### config.mk
export PLATFORM = sky130hd
export DESIGN_NAME = mem_arbiter_flat
export DESIGN_NICKNAME = d
export VERILOG_FILES = /design/src/rtl/mem_arbiter_pkg.sv /design/src/rtl/mem_arbiter_if.sv /design/src/rtl/mem_owner_pipe.sv /design/src/rtl/mem_arbiter.sv /design/src/flat_wrapper.sv
export SDC_FILE = /design/constraint.sdc
export NUM_CORES = 1
export LEC_CHECK = 0
export ABC_AREA = 1
export BUFFER_PORTS_ARGS = -buffer_cell sky130_fd_sc_hd__buf_2
export CORE_MARGIN = 4
export CORE_UTILIZATION = 39
export CTS_BUF_LIST = sky130_fd_sc_hd__clkbuf_8
export DETAILED_ROUTE_END_ITERATION = 16
export PLACE_DENSITY = 0.95
export SLEW_MARGIN = 15
export SYNTH_ARGS = -nofsm -noshare
export SYNTH_HDL_FRONTEND = slang
export SYNTH_HIERARCHICAL = 1
export SYNTH_SLANG_ARGS = --single-unit
### constraint.sdc
create_clock -name clk -period 2.6 [get_ports clk]
set_input_delay 0.65 -clock clk [delete_from_list [all_inputs] [get_ports clk]]
set_output_delay 0.65 -clock clk [all_outputs]
set_load 0.05 [all_outputs]
### src/rtl/mem_arbiter_pkg.sv
// rtl/mem_arbiter_pkg.sv - shared encodings for the memory port arbiter
package mem_arbiter_pkg;

  localparam int MEM_LATENCY_DEF = 4;

  typedef enum logic [1:0] {
    ST_IDLE    = 2'd0,
    ST_GRANT_I = 2'd1,
    ST_GRANT_D = 2'd2,
    ST_DRAIN   = 2'd3
  } arb_state_e;

  typedef enum logic {
    OWN_I = 1'b0,
    OWN_D = 1'b1
  } owner_e;

endpackage

### src/rtl/mem_arbiter_if.sv
// rtl/mem_arbiter_if.sv - arbiter to main memory bus
interface mem_arbiter_if #(
  parameter int ADDR_W = 16,
  parameter int DATA_W = 16
);

  logic              mem_enable;
  logic              mem_wr;
  logic [ADDR_W-1:0] mem_addr;
  logic [DATA_W-1:0] mem_data_in;
  logic [DATA_W-1:0] mem_data_out;
  logic              mem_data_valid;

  modport master (
    output mem_enable, mem_wr, mem_addr, mem_data_in,
    input  mem_data_out, mem_data_valid
  );

  modport slave (
    input  mem_enable, mem_wr, mem_addr, mem_data_in,
    output mem_data_out, mem_data_valid
  );

endinterface

### src/rtl/mem_owner_pipe.sv
// rtl/mem_owner_pipe.sv - owner tag shift register aligned with memory read latency
module mem_owner_pipe
  import mem_arbiter_pkg::*;
#(
  parameter int DEPTH = MEM_LATENCY_DEF,
  parameter int CNT_W = $clog2(DEPTH + 1)
) (
  input  logic             clk,
  input  logic             rst_n,
  input  logic             issue_i,
  input  owner_e           owner_i,
  output logic             tail_valid_o,
  output owner_e           tail_owner_o,
  output logic [CNT_W-1:0] inflight_o
);

  logic [DEPTH-1:0] valid_q, valid_d;
  logic [DEPTH-1:0] owner_q, owner_d;

  assign valid_d = {valid_q[DEPTH-2:0], issue_i};
  assign owner_d = {owner_q[DEPTH-2:0], owner_i};

  always_ff @(posedge clk) begin
    if (rst_n) begin
      valid_q <= '0;
      owner_q <= '0;
    end else begin
      valid_q <= valid_d;
      owner_q <= owner_d;
    end
  end

  // Tail stage holds the read whose data arrives this cycle.
  assign tail_valid_o = valid_q[DEPTH-1];
  assign tail_owner_o = owner_e'(owner_q[DEPTH-1]);

  always_comb begin
    inflight_o = '0;
    for (int k = 0; k < DEPTH; k++) begin
      inflight_o = inflight_o + CNT_W'(valid_q[k]);
    end
  end

endmodule

### src/rtl/mem_arbiter.sv
// rtl/mem_arbiter.sv - single-port arbiter for I fill, D fill and D write-through stores
module mem_arbiter
  import mem_arbiter_pkg::*;
#(
  parameter int MEM_LATENCY = MEM_LATENCY_DEF,
  parameter int ADDR_W      = 16,
  parameter int DATA_W      = 16
) (
  input  logic              clk,
  input  logic              rst_n,
  input  logic              i_req,
  input  logic              i_mem_enable,
  input  logic [ADDR_W-1:0] i_mem_address,
  output logic              i_grant,
  output logic [DATA_W-1:0] i_memory_data,
  output logic              i_memory_data_valid,
  input  logic              d_req,
  input  logic              d_mem_enable,
  input  logic [ADDR_W-1:0] d_mem_address,
  output logic              d_grant,
  output logic [DATA_W-1:0] d_memory_data,
  output logic              d_memory_data_valid,
  input  logic              d_wr_en,
  input  logic [ADDR_W-1:0] d_wr_addr,
  input  logic [DATA_W-1:0] d_wr_data,
  output logic              d_wr_ack,
  mem_arbiter_if.master     mem_bus,
  output logic              proto_err
);

  localparam int CNT_W = $clog2(MEM_LATENCY + 1);

  arb_state_e       state_q, state_d;
  logic             proto_err_q, proto_err_d;
  logic [CNT_W-1:0] blank_q, blank_d;
  logic             issue;
  owner_e           issue_owner;
  logic             tail_valid;
  owner_e           tail_owner;
  logic [CNT_W-1:0] inflight;
  logic [CNT_W-1:0] remaining;

  mem_owner_pipe #(
    .DEPTH (MEM_LATENCY),
    .CNT_W (CNT_W)
  ) u_owner_pipe (
    .clk          (clk),
    .rst_n        (rst_n),
    .issue_i      (issue),
    .owner_i      (issue_owner),
    .tail_valid_o (tail_valid),
    .tail_owner_o (tail_owner),
    .inflight_o   (inflight)
  );

  // Reads still outstanding once this cycle's returning word has been taken.
  assign remaining = inflight - CNT_W'(tail_valid);

  always_comb begin
    state_d             = state_q;
    i_grant             = 1'b0;
    d_grant             = 1'b0;
    d_wr_ack            = 1'b0;
    mem_bus.mem_enable  = 1'b0;
    mem_bus.mem_wr      = 1'b0;
    mem_bus.mem_addr    = '0;
    mem_bus.mem_data_in = '0;
    issue               = 1'b0;
    issue_owner         = OWN_I;
    unique case (state_q)
      ST_IDLE: begin
        if (d_wr_en) begin
          d_wr_ack            = 1'b1;
          mem_bus.mem_enable  = 1'b1;
          mem_bus.mem_wr      = 1'b1;
          mem_bus.mem_addr    = d_wr_addr;
          mem_bus.mem_data_in = d_wr_data;
        end else if (d_req) begin
          d_grant            = 1'b1;
          mem_bus.mem_enable = d_mem_enable;
          mem_bus.mem_addr   = d_mem_address;
          issue              = d_mem_enable;
          issue_owner        = OWN_D;
          state_d            = ST_GRANT_D;
        end else if (i_req) begin
          i_grant            = 1'b1;
          mem_bus.mem_enable = i_mem_enable;
          mem_bus.mem_addr   = i_mem_address;
          issue              = i_mem_enable;
          issue_owner        = OWN_I;
          state_d            = ST_GRANT_I;
        end
      end
      ST_GRANT_I: begin
        i_grant            = 1'b1;
        mem_bus.mem_enable = i_mem_enable;
        mem_bus.mem_addr   = i_mem_address;
        issue              = i_mem_enable;
        issue_owner        = OWN_I;
        if (!i_req) begin
          state_d = (issue || remaining != '0) ? ST_DRAIN : ST_IDLE;
        end
      end
      ST_GRANT_D: begin
        d_grant            = 1'b1;
        mem_bus.mem_enable = d_mem_enable;
        mem_bus.mem_addr   = d_mem_address;
        issue              = d_mem_enable;
        issue_owner        = OWN_D;
        if (!d_req) begin
          state_d = (issue || remaining != '0) ? ST_DRAIN : ST_IDLE;
        end
      end
      ST_DRAIN: begin
        if (remaining == '0) begin
          state_d = ST_IDLE;
        end
      end
      default: state_d = ST_IDLE;
    endcase
  end

  assign i_memory_data       = mem_bus.mem_data_out;
  assign d_memory_data       = mem_bus.mem_data_out;
  assign i_memory_data_valid = mem_bus.mem_data_valid & tail_valid & (tail_owner == OWN_I);
  assign d_memory_data_valid = mem_bus.mem_data_valid & tail_valid & (tail_owner == OWN_D);

  // After reset, untracked returns from abandoned reads are silently dropped.
  always_comb begin
    blank_d     = (blank_q != '0) ? blank_q - CNT_W'(1) : blank_q;
    proto_err_d = proto_err_q |
                  (mem_bus.mem_data_valid & ~tail_valid & (blank_q == '0));
  end

  always_ff @(posedge clk) begin
    if (rst_n) begin
      state_q     <= ST_IDLE;
      proto_err_q <= 1'b0;
      blank_q     <= CNT_W'(MEM_LATENCY);
    end else begin
      state_q     <= state_d;
      proto_err_q <= proto_err_d;
      blank_q     <= blank_d;
    end
  end

  assign proto_err = proto_err_q;

endmodule

### src/flat_wrapper.sv
// flat-port wrapper written by rule: the top's interface ports become plain ports
module mem_arbiter_flat import mem_arbiter_pkg::*;
#(
  parameter int MEM_LATENCY = MEM_LATENCY_DEF,
  parameter int ADDR_W      = 16,
  parameter int DATA_W      = 16
)
  (clk, rst_n, i_req, i_mem_enable, i_mem_address, i_grant, i_memory_data, i_memory_data_valid, d_req, d_mem_enable, d_mem_address, d_grant, d_memory_data, d_memory_data_valid, d_wr_en, d_wr_addr, d_wr_data, d_wr_ack, proto_err, mem_bus_mem_enable, mem_bus_mem_wr, mem_bus_mem_addr, mem_bus_mem_data_in, mem_bus_mem_data_out, mem_bus_mem_data_valid);
  mem_arbiter_if #(.ADDR_W(ADDR_W), .DATA_W(DATA_W)) mem_bus_i ();
  input  logic clk;
  input  logic rst_n;
  input  logic i_req;
  input  logic i_mem_enable;
  input  logic [ADDR_W-1:0] i_mem_address;
  output logic i_grant;
  output logic [DATA_W-1:0] i_memory_data;
  output logic i_memory_data_valid;
  input  logic d_req;
  input  logic d_mem_enable;
  input  logic [ADDR_W-1:0] d_mem_address;
  output logic d_grant;
  output logic [DATA_W-1:0] d_memory_data;
  output logic d_memory_data_valid;
  input  logic d_wr_en;
  input  logic [ADDR_W-1:0] d_wr_addr;
  input  logic [DATA_W-1:0] d_wr_data;
  output logic d_wr_ack;
  output logic proto_err;
  output wire logic [$bits(mem_bus_i.mem_enable)-1:0] mem_bus_mem_enable;
  output wire logic [$bits(mem_bus_i.mem_wr)-1:0] mem_bus_mem_wr;
  output wire logic [$bits(mem_bus_i.mem_addr)-1:0] mem_bus_mem_addr;
  output wire logic [$bits(mem_bus_i.mem_data_in)-1:0] mem_bus_mem_data_in;
  input wire logic [$bits(mem_bus_i.mem_data_out)-1:0] mem_bus_mem_data_out;
  input wire logic [$bits(mem_bus_i.mem_data_valid)-1:0] mem_bus_mem_data_valid;
  assign mem_bus_mem_enable = mem_bus_i.mem_enable;
  assign mem_bus_mem_wr = mem_bus_i.mem_wr;
  assign mem_bus_mem_addr = mem_bus_i.mem_addr;
  assign mem_bus_mem_data_in = mem_bus_i.mem_data_in;
  assign mem_bus_i.mem_data_out = mem_bus_mem_data_out;
  assign mem_bus_i.mem_data_valid = mem_bus_mem_data_valid;
  mem_arbiter #(.MEM_LATENCY(MEM_LATENCY), .ADDR_W(ADDR_W), .DATA_W(DATA_W)) u_core (.clk(clk), .rst_n(rst_n), .i_req(i_req), .i_mem_enable(i_mem_enable), .i_mem_address(i_mem_address), .i_grant(i_grant), .i_memory_data(i_memory_data), .i_memory_data_valid(i_memory_data_valid), .d_req(d_req), .d_mem_enable(d_mem_enable), .d_mem_address(d_mem_address), .d_grant(d_grant), .d_memory_data(d_memory_data), .d_memory_data_valid(d_memory_data_valid), .d_wr_en(d_wr_en), .d_wr_addr(d_wr_addr), .d_wr_data(d_wr_data), .d_wr_ack(d_wr_ack), .mem_bus(mem_bus_i), .proto_err(proto_err));
endmodule
## Yosys cells after proc, flatten, opt, wreduce, memory -nomap -nowiden

Index checks and enable logic that the tools add are counted.

- Flip-flop bits (word level): 14
- Output and inout port bits: 72

- Multiplexer cells: 30
- Add/subtract/negate cells: 5
- Bitwise operators: 8
- Eq/ne operators: 8
- Reduce and logical (&&, ||, !) cells: 8

Operators by type and width:

| operator | number |
|---|---|
| $mux 16 | 5 |
| $pmux 16 s3 | 1 |
| $mux 2 | 8 |
| $mux 1 | 11 |
| $pmux 2 s4 | 1 |
| $logic_not 3->1 | 2 |
| $ne 2x2->1 const B | 3 |
| $pmux 1 s3 | 2 |
| $reduce_bool 3->1 | 2 |
| $and 1x1->1 | 5 |
| $reduce_and 5->1 | 1 |
| $eq 2x2->1 const B | 2 |
| $pmux 1 s2 | 2 |
| $add 2x1->3 | 1 |
| $add 3x1->3 | 1 |
| $ne 3x3->1 const B | 1 |
| $sub 3x1->3 | 1 |
| $sub 3x1->3 const B | 1 |
| $add 1x1->2 | 1 |
| $eq 2x1->1 const B | 1 |
| $logic_not 2->1 | 1 |
| $logic_or 1x1->1 | 2 |
| $ne 2x1->1 const B | 1 |
| $not 1->1 | 2 |
| $or 1x1->1 | 1 |

## Depth between registers and ports, before layout

Gate-level depths: netlist of the first run.

- Word-level depth: 9
- Mapped depth: 15

## Modules after synthesis

Netlist of the first run, hierarchy kept.

By module, submodules not included:

| module | area each (sq um) | times used | cells each |
|---|---|---|---|
| mem_arbiter | 1472.7 | 1 | 270 |
| mem_owner_pipe | 287.8 | 1 | 31 |

## Worst setup path before layout of the first run

Ideal clock, no wire load.

- Path type: input to output
- Start point: input d_req
- End point: output mem_bus_mem_addr[11]
- Path slack: -0.294 ns
- Cell stages on the path: 5
- Path buffers: 0
- Arrival time: 2.244 ns
- Required time: 1.950 ns
- Cells stage by stage: inv_1 -> nand2_1 -> o31ai_2 -> nand2_1 -> nand3_1

- Longest elaborated chain between the ends: 3

RTL lines:

| what | RTL line | source |
|---|---|---|
| from (decl) | flat_wrapper.sv:18 | `input logic d_req;` |
| $mux 16 | mem_arbiter.sv:78 | `end else if (d_req) begin` |
| $mux 16 | mem_arbiter.sv:72 | `if (d_wr_en) begin` |
| $pmux 16 s3 | mem_arbiter.sv:70 | `unique case (state_q)` |
| to (decl) | flat_wrapper.sv:31 | `output wire logic [$bits(mem_bus_i.mem_addr)-1:0] mem_bus_mem_addr;` |

Every way passes these cells.

## Final worst setup path of the first run

- Start point: input d_req
- End point: output mem_bus_mem_addr[6]

Same word-level chain as after synthesis.

==> out/results.tsv, run 1 <==
stage	metric	value	unit
logic_synthesis	synth_edf_count	0	
sta	final-setup-viol-count	0	
final_layout	finish.utilization	50.3	%
power_and_ir_drop	power_density	1100	nW/um^2
routing	firstDrtPassIters	4	
logic_synthesis	synth_top_area_share	15.9	%
floorplanning	core_area	4350	sq um
logic_synthesis	synthCells	301	
place	io_buffers	111	
place	place_inst	425	
sta	period_minus_slack	2.45	ns
power_and_ir_drop	ir_drop	0.530	mV
final_layout	fin_cells	428	
logic_synthesis	async_reset_ff_share	0	%
logic_synthesis	synth-seq-cells	14	
clock_tree	clockRootBuffer	clkbuf_8	
logic_synthesis	syn-num-nets	395	
place	gp_congestion	0.836	
clock_tree	ctsHoldBuffers	0	
place	dp_hpwl	4.14	mm
job	cap_violations	0	
logic_synthesis	synth.area.top_cells	dfxtp_1 16%, inv_1 15%, buf_4 14%	
clock_tree	htree_levels	1	
power_and_ir_drop	p_leak	1.32	nW
logic_synthesis	yosysWarnings	6	
critical_path	cp-end-kind	output port	
sta	timing.final.crit_share	94.1	%
critical_path	path_class	in -> out	
global_route	track_usage	16.0	%
min_path	hp-class	reg -> reg	
logic_synthesis	avgSynthCellArea	5.85	sq um
sta	relSlewSlack	72.5	%
floorplanning	die_x	75.2	um
floorplanning	fp.dieH	75.2	um
clock_tree	cts.path.max_buffers	2	
floorplanning	dieArea	5650	sq um
critical_path	crit_arrival	1.80	ns
global_route	grt_max_degree	24	
global_route	grt_pass1_vias	1823	
final_layout	syn_to_final_growth	24.4	%
critical_path	crit_required	1.95	ns
sta	setup_tns	0	ns
sta	fmax	0.409	GHz
routing	ant_nets	0	
sta	worst_slew_pin_slew	0.412	ns
logic_synthesis	synth-seq-area-share	15.9	%
final_layout	diodes	0	
clock_tree	clk_pin_slew	0.05	ns
routing	via_per_inst	4.82	
global_route	antenna_found_initial	0	
clock_tree	clk_latency	0.24	ns
clock_tree	clock_sinks	14	
logic_synthesis	synth.distinct_cells	27	
sta	slew_violations	0	
floorplanning	std_cell_rows	24	
clock_tree	cts_tree	done	
routing	initialDrtViolationCount	113	
sta	rsz0062_at_grt	false	
status	status	finished, final reports clean	
routing	vias	2064	
routing	detail_route.wl_per_cell	11.6	um
critical_path	startpoint_type	input port	
logic_synthesis	synth-main-ff-cell	dfxtp_1	
sta	fin_skew	0.00225	ns
sta	hold_viol_final	0	
logic_synthesis	yosys.area.top_type	dfxtp_1	
global_route	gr-total-overflow	0	
routing	drcViolationCount	0	
clock_tree	cts_made_buffers	3	
final_layout	nets	472	
floorplanning	io_pins	160	
logic_synthesis	syn_area	1760	sq um
routing	routed_wl	4.98	mm
critical_path	crit_fanout	11	
floorplanning	initial_utilization	40.4	%
global_route	grt_pass1_wl	7.41	mm
logic_synthesis	synth_most_common_cell	inv_1	
logic_synthesis	synth_common_cells	69 x inv_1, 56 x nand2_1, 40 x nor2_1	
final_layout	drive_gt1_share	34.8	%
final_layout	n_fill_cell	455	
## sequential cells by signal (all words and copies together), names as in the netlist
| name | flops |
|---|---|
| u_core/proto_err | 1 |
| u_core/u_owner_pipe/owner_q | 4 |
| u_core/state_q | 2 |
| u_core/u_owner_pipe/valid_q | 4 |
| u_core/blank_q | 3 |
## cells by family (layout without fill, tap and decap cells)
logic type | Yosys count | after routing | share of synthesized area (%)
xor+xnor | 1 | 1 | 0.498
fa+ha+maj | 6 | 6 | 4.69
flops | 14 | 14 | 15.9
simple gates | 112 | 112 | 25.4
buf+inv | 117 | 192 | 33.1
compound gates | 51 | 51 | 20.4
## worst paths after layout
check | startpoint | slack, ns | cells after the start | endpoint
max | d_req | 0.15 | 8 | mem_bus_mem_addr[6]
min | u_core/u_owner_pipe/owner_q[0]$_SDFF_PP0_ | 0.41 | 2 | u_core/u_owner_pipe/owner_q[1]$_SDFF_PP0_
max reg2reg | u_core/u_owner_pipe/valid_q[3]$_SDFF_PP0_ | 0.25 | 15 | u_core/state_q[1]$_SDFFE_PP0P_
min reg2reg | u_core/u_owner_pipe/owner_q[0]$_SDFF_PP0_ | 0.41 | 2 | u_core/u_owner_pipe/owner_q[1]$_SDFF_PP0_
## metal layers
layer	global-route usage [%]	up-vias	part of all wire, %
met2	28.8	92	49
met4	2.33	0	0.26
li1	-	1059	-
met5	0	-	0
met1	20.0	908	40
met3	3.47	5	10
## power breakdown
part,switching (mW),internal (mW)
Combinational,1.43,0.496
Clock,0.0667,0.102
Sequential,0.0527,0.267
## final cells by class
class | instances | area (sq um) | area share [%]
Clock buffer | 3 | 41.3 | 1.88
Inverter | 71 | 267 | 12.2
Multi-Input combinational cell | 170 | 921 | 42.0
Sequential cell | 14 | 282 | 12.8
Tap cell | 52 | 65.1 | 2.97
Timing Repair Buffer | 118 | 616 | 28.1
## worst max-delay path: stages
cell,delay (ns)
buf_2,0.11
inv_1,0.05
buf_4,0.14
buf_4,0.17
o221ai_1,0.21
o211ai_1,0.12
nand2_1,0.07
buf_2,0.25
## per-stage QoR
| step | cell area, sq um | total power [mW] | setup slack, ns | hold WS (ns) |
|---|---|---|---|---|
| 2_1_floorplan | 1780 | 1.96 | -0.00238 | 0.388 |
| 3_3_place_gp | 2140 | 2.19 | 0.189 | 0.394 |
| 3_5_place_dp | 2140 | 2.23 | 0.144 | 0.397 |
| 4_1_cts | 2180 | 2.42 | 0.131 | 0.410 |
| 5_1_grt | 2190 | 2.61 | 0.0225 | 0.420 |
| 6_report | 2190 | 2.41 | 0.153 | 0.407 |
## cell usage in the layout (no fill, tap or decap), types with 2 or more instances in the layout
cell type  instances
nand3_2            2
nor2_1            40
nand3_1           10
o21ai_0            8
o211ai_1          12
clkbuf_8           3
ha_1               5
dfxtp_1           13
nand2_1           54
buf_4              7
a21oi_1            3
clkbuf_4           3
inv_1             69
nand2_2            2
o221ai_1          11
o22ai_1           12
nor2_2             2
inv_2              2
buf_2            108
## what timing repair did
item | CTS | global route
buffers inserted | 0 | 0
gates cloned | 0 | 0
setup endpoints to repair | 3 | 11
gates resized for setup | 1 | 5
Note: power is estimated with default switching activity, not from simulation.
==> run 2, diff against run 1 <==
- CELL_PAD_IN_SITES_DETAIL_PLACEMENT: unset -> 2
- CELL_PAD_IN_SITES_GLOBAL_PLACEMENT: unset -> 2
- CORE_UTILIZATION: 39 -> 17
- SKIP_CTS_REPAIR_TIMING: unset -> 1
==> run 2 against run 1 <==
Compared with the run above: core utilization down 27 points; hold slack improved by 0.0071 ns; cell count increased by 19%; via count increased by 4.6%; critical endpoint is now mem_bus_mem_addr[5]; largest cell class unchanged; largest power group unchanged.
==> out/results.tsv, run 2 (synthesized netlist as in run 1, its figures left out) <==
stage	metric	value	unit	change
power_and_ir_drop	power_density	1100	nW/um^2	-0.45%
global_route	grt_pass1_vias	2368		+30%
final_layout	largestRegisters	u_core/u_owner_pipe/owner_q (4), u_core/u_owner_pipe/valid_q (4), u_core/blank_q (3)		
sta	fmax	0.405	GHz	-0.89%
sta	timing.final.crit_share	95.0	%	+0.84 points
sta	setup_tns	0	ns	unchanged
global_route	antenna_found_initial	0		unchanged
routing	ant_nets	0		unchanged
routing	detail_route.wl_per_cell	14.4	um	+24%
floorplanning	io_pins	160		unchanged
power_and_ir_drop	ir_drop	0.461	mV	-13%
critical_path	path_class	in -> out		
sta	fin_skew	0.000463	ns	-0.00179 ns
critical_path	crit_path_cell_trace	buf_2 > inv_1 > nand2_2 > buf_4 > o221ai_1 > o211ai_1 > nand2_1 > buf_2		
clock_tree	clk_latency	0.24	ns	about the same
floorplanning	initial_utilization	17.8	%	-23 points
critical_path	r2r-end	u_core/state_q[1]$_SDFFE_PP0P_		
floorplanning	fp.dieH	110	um	+46%
routing	routed_wl	7.36	mm	+48%
place	gp_congestion	0.722		-14%
final_layout	syn_to_final_growth	32.1	%	
routing	vias	2158		+4.6%
sta	relSlewSlack	78.6	%	+6.1 points
critical_path	reg2reg_slack	0.24	ns	about the same
routing	drcViolationCount	0		unchanged
clock_tree	cts_made_buffers	3		unchanged
floorplanning	die_x	110	um	+46%
power_and_ir_drop	p_leak	1.33	nW	+1.0%
sta	hold_viol_final	0		unchanged
routing	via_per_inst	4.23		-12%
floorplanning	dieArea	12000	sq um	+110%
routing	firstDrtPassIters	4		unchanged
critical_path	cp-end-kind	output port		
final_layout	nets	472		unchanged
place	io_buffers	111		unchanged
floorplanning	core_area	9910	sq um	+130%
final_layout	layout_common_cells	107 x buf_2, 69 x inv_1, 53 x nand2_1, 40 x nor2_1		
min_path	min_path_cells	2		unchanged
sta	final-setup-viol-count	0		unchanged
critical_path	reg2reg_depth	15		unchanged
clock_tree	clk_pin_slew	0.06	ns	about the same
global_route	grt_pass1_wl	11.2	mm	+51%
critical_path	startpoint_type	input port		
status	status	finished, final reports clean		
clock_tree	cts.path.max_buffers	2		unchanged
clock_tree	cts_tree	done		
final_layout	fin_cells	510		+19%
final_layout	layout.cells.most_common	buf_2		
sta	rsz0062_at_grt	false		
floorplanning	std_cell_rows	36		+50%
place	dp_hpwl	6.17	mm	+49%
global_route	track_usage	11.6	%	-4.4 points
critical_path	crit_arrival	1.82	ns	+0.02 ns
critical_path	crit_top_cell	buf_2		
routing	initialDrtViolationCount	61		-46%
critical_path	slowest_delay	0.26	ns	about the same
final_layout	drive_gt1_share	35.5	%	+0.70 points
sta	slew_violations	0		unchanged
global_route	gr-total-overflow	0		unchanged
place	place_inst	506		+19%
global_route	grt_max_degree	24		unchanged
min_path	min-delay-start	u_core/u_owner_pipe/owner_q[2]$_SDFF_PP0_		
critical_path	crit_fanout	11		unchanged
critical_path	crit_required	1.95	ns	about the same
final_layout	diodes	0		unchanged
min_path	min_to	u_core/u_owner_pipe/owner_q[3]$_SDFF_PP0_		
clock_tree	clock_sinks	14		unchanged
critical_path	timing.rr.start	u_core/u_owner_pipe/valid_q[3]$_SDFF_PP0_		
clock_tree	clockRootBuffer	clkbuf_8		
job	cap_violations	0		unchanged
sta	period_minus_slack	2.47	ns	+0.0219 ns
critical_path	crit_slowest_cell	buf_2		
sta	worst_slew_pin_slew	0.321	ns	-0.0911 ns
min_path	hp-class	reg -> reg		
clock_tree	htree_levels	1		unchanged
[run 2: cell count changes in the layout (fill, tap and decap cells not counted), sizes merged]
cell / previous run / this run
clkbuf: 6 / 8
buf: 115 / 114
[run 2: report_power, final]
part | total (mW) | internal (mW) | switching (mW) | leakage [nW]
registers | 0.326 | 0.268 | 0.0578 | 0.116
logic | 2.01 | 0.511 | 1.50 | 1.19
clock network | 0.212 | 0.134 | 0.0778 | 0.0288
[run 2: final cells by class]
| cell class | count | area [sq um] |
|---|---|---|
| Fill cell | 1252 | 7580 |
| Multi-Input combinational cell | 170 | 923 |
| Timing Repair Buffer | 118 | 631 |
| Sequential cell | 14 | 283 |
| Inverter | 71 | 267 |
| Tap cell | 133 | 166 |
| Clock buffer | 4 | 55.1 |
[run 2: critical path: cells and delay by family]
family | cells | cell delay, ns
AO/OA/AOI/OAI | 2 | 0.29
buffers and inverters | 4 | 0.70
AND/OR/NAND/NOR | 2 | 0.17
[run 2: through the flow]
| stage | worst slack (ns) | utilization, % | power (mW) | hold slack, ns | cell area (sq um) |
|---|---|---|---|---|---|
| after floorplan | -0.00238 | - | 1.96 | 0.388 | 1780 |
| after global placement | 0.147 | 22.7 | 2.26 | 0.398 | 2250 |
| after detailed placement | 0.0837 | 22.7 | 2.34 | 0.413 | 2250 |
| after CTS | -0.0599 | 23.3 | 2.56 | 0.419 | 2300 |
| after global routing | 0.0140 | 23.5 | 2.76 | 0.444 | 2320 |
| final | 0.131 | 23.5 | 2.55 | 0.414 | 2320 |
[run 2: how the worst max path moves through the flow]
stage	endpoint	slack [ns]	start	cells past startpoint
final	mem_bus_mem_addr[5]	0.13	d_req	8
after global routing	u_core/state_q[1]$_SDFFE_PP0P_	0.01	u_core/u_owner_pipe/valid_q[3]$_SDFF_PP0_	15
after CTS	mem_bus_mem_addr[4]	-0.06	u_core/state_q[1]$_SDFFE_PP0P_	4
after detailed placement	mem_bus_mem_addr[5]	0.08	d_req	8
after global placement	mem_bus_mem_addr[10]	0.15	d_req	8
after floorplan	mem_bus_mem_addr[11]	-0.002	d_req	5
[run 2: layer usage]
layer  vias to the layer above  global-route usage (%)  wire [um]
li1                       1059                       -          -
met4                         0                    2.05         42
met2                        67                    23.5       4090
met3                         6                    2.58        485
met1                      1026                    12.3       2740
met5                         -                       0          0
